===== src/rtl/fitter_if.sv =====
// Term/result bundle for the fitter: per-hit coefficients, constant terms,
// hit coordinate and term/event strobes in; saturated results, overflow
// flags, result strobe and FSM state out.
interface fitter_if;
  logic signed [13:0] CHI1IN, CHI2IN, CHI3IN, PHIIN, DIN, CIN;
  logic signed [13:0] CHI10IN, CHI20IN, CHI30IN, PHI0IN, D0IN, C0IN;
  logic signed [14:0] HIN;
  logic               DV;
  logic               EV;
  logic signed [13:0] CHI1OUT, CHI2OUT, CHI3OUT;
  logic               CHI1OF, CHI2OF, CHI3OF;
  logic signed [12:0] PHIOUT;
  logic               PHIOF;
  logic signed [10:0] DOUT;
  logic               DOF;
  logic signed [7:0]  COUT;
  logic               COF;
  logic               READY;
  logic [1:0]         state_out;

  modport slave (
    input  CHI1IN, CHI2IN, CHI3IN, PHIIN, DIN, CIN,
    input  CHI10IN, CHI20IN, CHI30IN, PHI0IN, D0IN, C0IN,
    input  HIN, DV, EV,
    output CHI1OUT, CHI2OUT, CHI3OUT, CHI1OF, CHI2OF, CHI3OF,
    output PHIOUT, PHIOF, DOUT, DOF, COUT, COF,
    output READY, state_out
  );

  modport master (
    output CHI1IN, CHI2IN, CHI3IN, PHIIN, DIN, CIN,
    output CHI10IN, CHI20IN, CHI30IN, PHI0IN, D0IN, C0IN,
    output HIN, DV, EV,
    input  CHI1OUT, CHI2OUT, CHI3OUT, CHI1OF, CHI2OF, CHI3OF,
    input  PHIOUT, PHIOF, DOUT, DOF, COUT, COF,
    input  READY, state_out
  );
endinterface


===== src/rtl/fitter.sv =====
// Six-channel track fitter: each channel accumulates X0 + sum(X*H) over the
// terms of an event in a 36-bit wrapping accumulator, then latches a
// saturated copy of every accumulator into its narrower output register.
module fitter (
  input  logic     CLOCK,
  input  logic     RESET,
  fitter_if.slave  bus
);

  typedef enum logic [1:0] {
    IDLE  = 2'd0,
    ACCUM = 2'd1,
    DONE  = 2'd2
  } state_t;

  state_t             state_q, state_d;
  logic signed [35:0] acc_q [6];
  logic signed [35:0] acc_d [6];
  logic signed [13:0] coef [6];
  logic signed [13:0] cst [6];
  logic signed [28:0] prod [6];
  logic signed [35:0] prod_ext [6];
  logic signed [35:0] cst_ext [6];

  logic signed [13:0] chi1_q, chi1_d, chi2_q, chi2_d, chi3_q, chi3_d;
  logic signed [12:0] phi_q, phi_d;
  logic signed [10:0] d_q, d_d;
  logic signed [7:0]  c_q, c_d;
  logic [5:0]         of_q, of_d;
  logic               ready_q, ready_d;

  // Clamp a 36-bit accumulator to a w-bit signed range (w <= 14); the
  // low w bits of the returned value are the output code.
  function automatic logic signed [13:0] sat_val(input logic signed [35:0] a,
                                                 input int w);
    logic signed [35:0] hi, lo;
    hi = (36'sd1 <<< (w - 1)) - 36'sd1;
    lo = ~hi;
    if (a > hi)      sat_val = hi[13:0];
    else if (a < lo) sat_val = lo[13:0];
    else             sat_val = a[13:0];
  endfunction

  // True when the accumulator does not fit a w-bit signed output.
  function automatic logic sat_ovf(input logic signed [35:0] a, input int w);
    logic signed [35:0] hi, lo;
    hi = (36'sd1 <<< (w - 1)) - 36'sd1;
    lo = ~hi;
    sat_ovf = (a > hi) || (a < lo);
  endfunction

  assign coef[0] = bus.CHI1IN;
  assign coef[1] = bus.CHI2IN;
  assign coef[2] = bus.CHI3IN;
  assign coef[3] = bus.PHIIN;
  assign coef[4] = bus.DIN;
  assign coef[5] = bus.CIN;
  assign cst[0]  = bus.CHI10IN;
  assign cst[1]  = bus.CHI20IN;
  assign cst[2]  = bus.CHI30IN;
  assign cst[3]  = bus.PHI0IN;
  assign cst[4]  = bus.D0IN;
  assign cst[5]  = bus.C0IN;

  // Full 14x15 signed products and sign-extended constants per channel.
  // Both operands are sign-extended to 29 bits, so the low 29 bits of the
  // product are the exact signed result.
  always_comb begin
    for (int i = 0; i < 6; i++) begin
      prod[i]     = {{15{coef[i][13]}}, coef[i]} * {{14{bus.HIN[14]}}, bus.HIN};
      prod_ext[i] = {{7{prod[i][28]}}, prod[i]};
      cst_ext[i]  = {{22{cst[i][13]}}, cst[i]};
    end
  end

  // Next state, accumulator update and result latch decisions.
  always_comb begin
    state_d = state_q;
    ready_d = 1'b0;
    for (int i = 0; i < 6; i++) acc_d[i] = acc_q[i];
    chi1_d  = chi1_q;
    chi2_d  = chi2_q;
    chi3_d  = chi3_q;
    phi_d   = phi_q;
    d_d     = d_q;
    c_d     = c_q;
    of_d    = of_q;
    case (state_q)
      IDLE: begin
        if (bus.DV) begin
          for (int i = 0; i < 6; i++) acc_d[i] = cst_ext[i] + prod_ext[i];
          state_d = bus.EV ? DONE : ACCUM;
        end
      end
      ACCUM: begin
        if (bus.DV) begin
          for (int i = 0; i < 6; i++) acc_d[i] = acc_q[i] + prod_ext[i];
          if (bus.EV) state_d = DONE;
        end else if (bus.EV) begin
          state_d = DONE;
        end
      end
      DONE: begin
        // Publish the finished event; a term arriving now opens the next one.
        chi1_d  = sat_val(acc_q[0], 14);
        chi2_d  = sat_val(acc_q[1], 14);
        chi3_d  = sat_val(acc_q[2], 14);
        phi_d   = 13'(sat_val(acc_q[3], 13));
        d_d     = 11'(sat_val(acc_q[4], 11));
        c_d     = 8'(sat_val(acc_q[5], 8));
        of_d    = {sat_ovf(acc_q[5], 8), sat_ovf(acc_q[4], 11),
                   sat_ovf(acc_q[3], 13), sat_ovf(acc_q[2], 14),
                   sat_ovf(acc_q[1], 14), sat_ovf(acc_q[0], 14)};
        ready_d = 1'b1;
        if (bus.DV) begin
          for (int i = 0; i < 6; i++) acc_d[i] = cst_ext[i] + prod_ext[i];
          state_d = bus.EV ? DONE : ACCUM;
        end else begin
          state_d = IDLE;
        end
      end
      default: state_d = IDLE;
    endcase
  end

  // State, accumulators and result registers; reset clears everything.
  always_ff @(posedge CLOCK) begin
    if (RESET) begin
      state_q <= IDLE;
      for (int i = 0; i < 6; i++) acc_q[i] <= '0;
      chi1_q  <= '0;
      chi2_q  <= '0;
      chi3_q  <= '0;
      phi_q   <= '0;
      d_q     <= '0;
      c_q     <= '0;
      of_q    <= '0;
      ready_q <= 1'b0;
    end else begin
      state_q <= state_d;
      for (int i = 0; i < 6; i++) acc_q[i] <= acc_d[i];
      chi1_q  <= chi1_d;
      chi2_q  <= chi2_d;
      chi3_q  <= chi3_d;
      phi_q   <= phi_d;
      d_q     <= d_d;
      c_q     <= c_d;
      of_q    <= of_d;
      ready_q <= ready_d;
    end
  end

  assign bus.CHI1OUT   = chi1_q;
  assign bus.CHI2OUT   = chi2_q;
  assign bus.CHI3OUT   = chi3_q;
  assign bus.PHIOUT    = phi_q;
  assign bus.DOUT      = d_q;
  assign bus.COUT      = c_q;
  assign bus.CHI1OF    = of_q[0];
  assign bus.CHI2OF    = of_q[1];
  assign bus.CHI3OF    = of_q[2];
  assign bus.PHIOF     = of_q[3];
  assign bus.DOF       = of_q[4];
  assign bus.COF       = of_q[5];
  assign bus.READY     = ready_q;
  assign bus.state_out = state_q;

endmodule


===== src/flat_wrapper.sv =====
// flat-port wrapper written by rule: the top's interface ports become plain ports
module fitter_flat 
  (CLOCK, RESET, bus_CHI1IN, bus_CHI2IN, bus_CHI3IN, bus_PHIIN, bus_DIN, bus_CIN, bus_CHI10IN, bus_CHI20IN, bus_CHI30IN, bus_PHI0IN, bus_D0IN, bus_C0IN, bus_HIN, bus_DV, bus_EV, bus_CHI1OUT, bus_CHI2OUT, bus_CHI3OUT, bus_CHI1OF, bus_CHI2OF, bus_CHI3OF, bus_PHIOUT, bus_PHIOF, bus_DOUT, bus_DOF, bus_COUT, bus_COF, bus_READY, bus_state_out);
  fitter_if bus_i ();
  input  logic CLOCK;
  input  logic RESET;
  input wire logic [$bits(bus_i.CHI1IN)-1:0] bus_CHI1IN;
  input wire logic [$bits(bus_i.CHI2IN)-1:0] bus_CHI2IN;
  input wire logic [$bits(bus_i.CHI3IN)-1:0] bus_CHI3IN;
  input wire logic [$bits(bus_i.PHIIN)-1:0] bus_PHIIN;
  input wire logic [$bits(bus_i.DIN)-1:0] bus_DIN;
  input wire logic [$bits(bus_i.CIN)-1:0] bus_CIN;
  input wire logic [$bits(bus_i.CHI10IN)-1:0] bus_CHI10IN;
  input wire logic [$bits(bus_i.CHI20IN)-1:0] bus_CHI20IN;
  input wire logic [$bits(bus_i.CHI30IN)-1:0] bus_CHI30IN;
  input wire logic [$bits(bus_i.PHI0IN)-1:0] bus_PHI0IN;
  input wire logic [$bits(bus_i.D0IN)-1:0] bus_D0IN;
  input wire logic [$bits(bus_i.C0IN)-1:0] bus_C0IN;
  input wire logic [$bits(bus_i.HIN)-1:0] bus_HIN;
  input wire logic [$bits(bus_i.DV)-1:0] bus_DV;
  input wire logic [$bits(bus_i.EV)-1:0] bus_EV;
  output wire logic [$bits(bus_i.CHI1OUT)-1:0] bus_CHI1OUT;
  output wire logic [$bits(bus_i.CHI2OUT)-1:0] bus_CHI2OUT;
  output wire logic [$bits(bus_i.CHI3OUT)-1:0] bus_CHI3OUT;
  output wire logic [$bits(bus_i.CHI1OF)-1:0] bus_CHI1OF;
  output wire logic [$bits(bus_i.CHI2OF)-1:0] bus_CHI2OF;
  output wire logic [$bits(bus_i.CHI3OF)-1:0] bus_CHI3OF;
  output wire logic [$bits(bus_i.PHIOUT)-1:0] bus_PHIOUT;
  output wire logic [$bits(bus_i.PHIOF)-1:0] bus_PHIOF;
  output wire logic [$bits(bus_i.DOUT)-1:0] bus_DOUT;
  output wire logic [$bits(bus_i.DOF)-1:0] bus_DOF;
  output wire logic [$bits(bus_i.COUT)-1:0] bus_COUT;
  output wire logic [$bits(bus_i.COF)-1:0] bus_COF;
  output wire logic [$bits(bus_i.READY)-1:0] bus_READY;
  output wire logic [$bits(bus_i.state_out)-1:0] bus_state_out;
  assign bus_i.CHI1IN = bus_CHI1IN;
  assign bus_i.CHI2IN = bus_CHI2IN;
  assign bus_i.CHI3IN = bus_CHI3IN;
  assign bus_i.PHIIN = bus_PHIIN;
  assign bus_i.DIN = bus_DIN;
  assign bus_i.CIN = bus_CIN;
  assign bus_i.CHI10IN = bus_CHI10IN;
  assign bus_i.CHI20IN = bus_CHI20IN;
  assign bus_i.CHI30IN = bus_CHI30IN;
  assign bus_i.PHI0IN = bus_PHI0IN;
  assign bus_i.D0IN = bus_D0IN;
  assign bus_i.C0IN = bus_C0IN;
  assign bus_i.HIN = bus_HIN;
  assign bus_i.DV = bus_DV;
  assign bus_i.EV = bus_EV;
  assign bus_CHI1OUT = bus_i.CHI1OUT;
  assign bus_CHI2OUT = bus_i.CHI2OUT;
  assign bus_CHI3OUT = bus_i.CHI3OUT;
  assign bus_CHI1OF = bus_i.CHI1OF;
  assign bus_CHI2OF = bus_i.CHI2OF;
  assign bus_CHI3OF = bus_i.CHI3OF;
  assign bus_PHIOUT = bus_i.PHIOUT;
  assign bus_PHIOF = bus_i.PHIOF;
  assign bus_DOUT = bus_i.DOUT;
  assign bus_DOF = bus_i.DOF;
  assign bus_COUT = bus_i.COUT;
  assign bus_COF = bus_i.COF;
  assign bus_READY = bus_i.READY;
  assign bus_state_out = bus_i.state_out;
  fitter u_core (.CLOCK(CLOCK), .RESET(RESET), .bus(bus_i));
endmodule

===== config.mk =====
export PLATFORM = sky130hd
export DESIGN_NAME = fitter_flat
export DESIGN_NICKNAME = d
export VERILOG_FILES = /design/src/rtl/fitter_if.sv /design/src/rtl/fitter.sv /design/src/flat_wrapper.sv
export SDC_FILE = /design/constraint.sdc
export NUM_CORES = 2
export LEC_CHECK = 0
export CAP_MARGIN = 5
export CORE_UTILIZATION = 55
export CTS_CLUSTER_DIAMETER = 200
export CTS_CLUSTER_SIZE = 14
export DETAILED_ROUTE_END_ITERATION = 8
export DONT_BUFFER_PORTS = 1
export PLACE_DENSITY = 0.7
export SYNTH_ARGS = -nofsm -noshare
export SYNTH_HDL_FRONTEND = slang
export SYNTH_SLANG_ARGS = --single-unit

===== constraint.sdc =====
create_clock -name CLOCK -period 28.3 [get_ports CLOCK]
set_clock_uncertainty 0.1 [all_clocks]
set_input_delay 5.66 -clock CLOCK [delete_from_list [all_inputs] [get_ports CLOCK]]
set_output_delay 5.66 -clock CLOCK [all_outputs]
set_load 0.005 [all_outputs]

==> metrics <==
# clock sinks=299; multiplexer share of the synthesized area=0.003261; DRC viols=0; asr flop ratio synth=0; final WL=228.4 mm; Synth Area in Compound Gates=0.1467; first-pass GRT wire length=approximately 360 mm; via/cell ratio=roughly 5.9; Final Max Slew Viols=0; CTS resizes=0; final net count=roughly 11000; cell taking the most area after synthesis=fa_1; Peak Freq=between 0.07 and 0.08 GHz; final setup vio count=0; Num CTS Buffers=25; DRT Pass-1 Iters=5; area share of fa/ha/maj cells after synthesis=0.4493; Yosys Warn Count=0; gr ovfl total=0; Yosys reg bits=299; ys flop type=dfxtp_1; largest net degree at the start of global routing=240; status=completed; per-cell routed wire length=between 20 and 25 µm; Die Wd=between 300 and 400 µm; vias in the first global route=~65000; area share of the largest cell type after synthesis=0.3207; CTS max path bufs=3; share of cells above drive strength 1=0.01201; DR iter-0 viols=roughly 5500; type of element capturing the critical path=flop; minimum clock period=roughly 14 ns; Setup Crit Path Kind=in2reg; main combinational cell family by area after synthesis=adder cells; largest stage delay on the critical path=approximately 0.60 ns; depth of the CTS H-tree=1; Area contributors post-synth=fa_1 32%, ha_1 13%, dfxtp_1 7.6%, inv_1 7.5%, and2_1 5.5%; initial antenna violation count=10; Final Hold Fails=0; Vias=around 65000; Port Buffers=0; Hold Crit Class=reg2reg; Arr. time, crit path=around 14 ns; post-synthesis cell type count=slightly above 90; utilization after layout=0.5666; Cells after Synth=around 9400; Slew @ Worst Pin=1.262 ns; Final TNS setup=0 ns; Max-Cap Viols=0; antenna-violating nets left=0; Layout area overhead=2.363%; Worst slew margin=0.1524; xor/xnor share of the synthesized area=0.05613; Starting Density=0.5535; Startpoint Class=primary input; Mapped Area=78270 µm²; Boundary Pins=270; post-synthesis simple-gate area fraction=0.1751; Worst EP required=roughly 29 ns; Post-Syn Nets=roughly 12000; CTS hold repair buffers=0; CTS root buffer=clkbuf_16; RSZ-0062 raised after global routing=false; Post-CTS Setup Bufs=0; worst-path fanout max=between 80 and 90; Avg Cell Area, Syn=about 8.3 µm²; DPL Wire Length=between 150 and 200 mm; TritonCTS clock tree=built; GP Congestion=0.9418; Tcrit/Tclk final=0.4961; Die H=~380 µm; Slowest-stage cell, CP=nor4b_1; core area=141400 µm²; die area=143800 µm²; number of flops mapped to enable cells by yosys=0; Cell Rows=138; Global Route Usage Sum=0.3197; clk_lat worst skew=approximately 0.60 ns; Clock Pin Slew Worst Setup and Hold Paths=roughly 0.07 ns; sequential area share after synthesis=0.07648
## per-layer routing
layer  global-route usage  vias up  routed length [µm]
met5                    0        -                  73
met4              0.05660       12                3702
met3              0.08205      255               24330
met2               0.4739     2375               95900
met1               0.4712    32160              104400
li1                     -    29810                   -
## cells by family (layout without fill, tap and decap cells)
kind of cell,count (synthesis),in the layout
simple gates,2819,2819
fa+ha+maj,2058,2058
buf+inv,1940,1617
compound gates,1766,1766
xor+xnor,494,494
flops,299,299
mux,25,25
other cells,0,8
## worst paths after layout
check / from / end / slack, ns / cells past startpoint
hold reg to reg: u_core.acc_q[0][108] / u_core.bus.PHIOUT[0] / 0.38 / 2
hold / removal: u_core.acc_q[0][108] / u_core.bus.PHIOUT[0] / 0.38 / 2
setup reg to reg: u_core.acc_q[0][180] / u_core.acc_q[0][212] / 24.18 / 13
setup / recovery: bus_HIN[7] / u_core.acc_q[0][71] / 14.26 / 33
## through the flow
stage	hold slack (ns)	instance area [µm²]	cells	setup slack, ns
floorplan	0.3452	78270	9401	14.47
global placement	0.3673	79460	10940	13.84
detailed placement	0.3698	79460	10940	13.85
CTS	0.3815	80100	10970	14.46
global route	0.4069	80100	10970	13.75
finish	0.3833	80120	10980	14.26
## sequential cells by signal, summed over array words and instances, names as in the netlist
signal and cells:
u_core.acc_q 216, u_core.bus.CHI1OUT 14, u_core.bus.CHI2OUT 14, u_core.bus.CHI3OUT 14
u_core.bus.PHIOUT 13, u_core.bus.DOUT 11, u_core.bus.COUT 8, u_core.of_q 6
u_core.bus.state_out 2, u_core.bus.READY 1
## worst max-delay path: cells and delay by family
family                   cells  cell delay [ns]
adder cells (fa/ha/maj)      8             3.69
AO/OA/AOI/OAI               14             3.22
buffers and inverters        6             0.30
AND/OR/NAND/NOR              5             1.51
## synthesized netlist by cell type, types with 11 or more instances
library cell / n
inv_1: 1574
fa_1: 1254
nand2_1: 886
ha_1: 804
and2_1: 690
nor2_1: 601
a21oi_1: 489
xnor2_1: 357
clkbuf_1: 346
o21ai_0: 344
dfxtp_1: 299
a211oi_1: 211
a21o_1: 191
nor3_1: 147
xor2_1: 132
nand2b_1: 99
nand3_1: 96
o21bai_1: 71
o21a_1: 69
nand4_1: 64
o211ai_1: 55
a31oi_1: 48
nor4_1: 47
nor2b_1: 43
and3_1: 42
o31ai_1: 33
or3_1: 31
or4_1: 22
mux2i_1: 21
a2111oi_0: 17
o22ai_1: 17
or2_2: 17
a311oi_1: 16
o221ai_1: 16
a21boi_0: 15
buf_1: 15
a211o_1: 14
o41ai_1: 13
a31o_2: 12
o2111ai_1: 11
o21ai_1: 11
## cells in the final DEF, fill, tap and decap left out, types with 14 or more instances in the layout
cell / synthesis / routed
xnor2_1: 357 / 357
dfxtp_1: 299 / 298
or3_1: 31 / 31
o21bai_1: 71 / 71
o21ai_0: 344 / 344
a21boi_0: 15 / 15
a31oi_1: 48 / 48
or2_2: 17 / 17
fa_1: 1254 / 1254
o221ai_1: 16 / 16
ha_1: 804 / 804
nor3_1: 147 / 147
o22ai_1: 17 / 17
nor4_1: 47 / 47
nand3_1: 96 / 96
o21a_1: 69 / 69
a211oi_1: 211 / 211
nand2b_1: 99 / 99
nand4_1: 64 / 64
xor2_1: 132 / 132
a21o_1: 191 / 191
nand2_1: 886 / 885
or4_1: 22 / 22
and3_1: 42 / 42
a211o_1: 14 / 14
nor2b_1: 43 / 42
a311oi_1: 16 / 16
a21oi_1: 489 / 489
and2_1: 690 / 689
mux2i_1: 21 / 21
inv_1: 1574 / 1573
clkbuf_16: 0 / 25
a2111oi_0: 17 / 17
nor2_1: 601 / 599
o211ai_1: 55 / 55
o31ai_1: 33 / 29
## cell type report
class	instances	area, µm²
Inverter	1575	5914
Antenna cell	8	20.02
Clock buffer	26	629.4
Multi-Input combinational cell	7162	65050
Clock inverter	1	11.26
Sequential cell	299	5989
Timing Repair Buffer	15	137.6
Fill cell	12870	61290
Tap cell	1890	2365
Power is left out: the tool's default activity adds up to more than one toggle a clock period on the data nets, which glitch-free logic cannot reach.
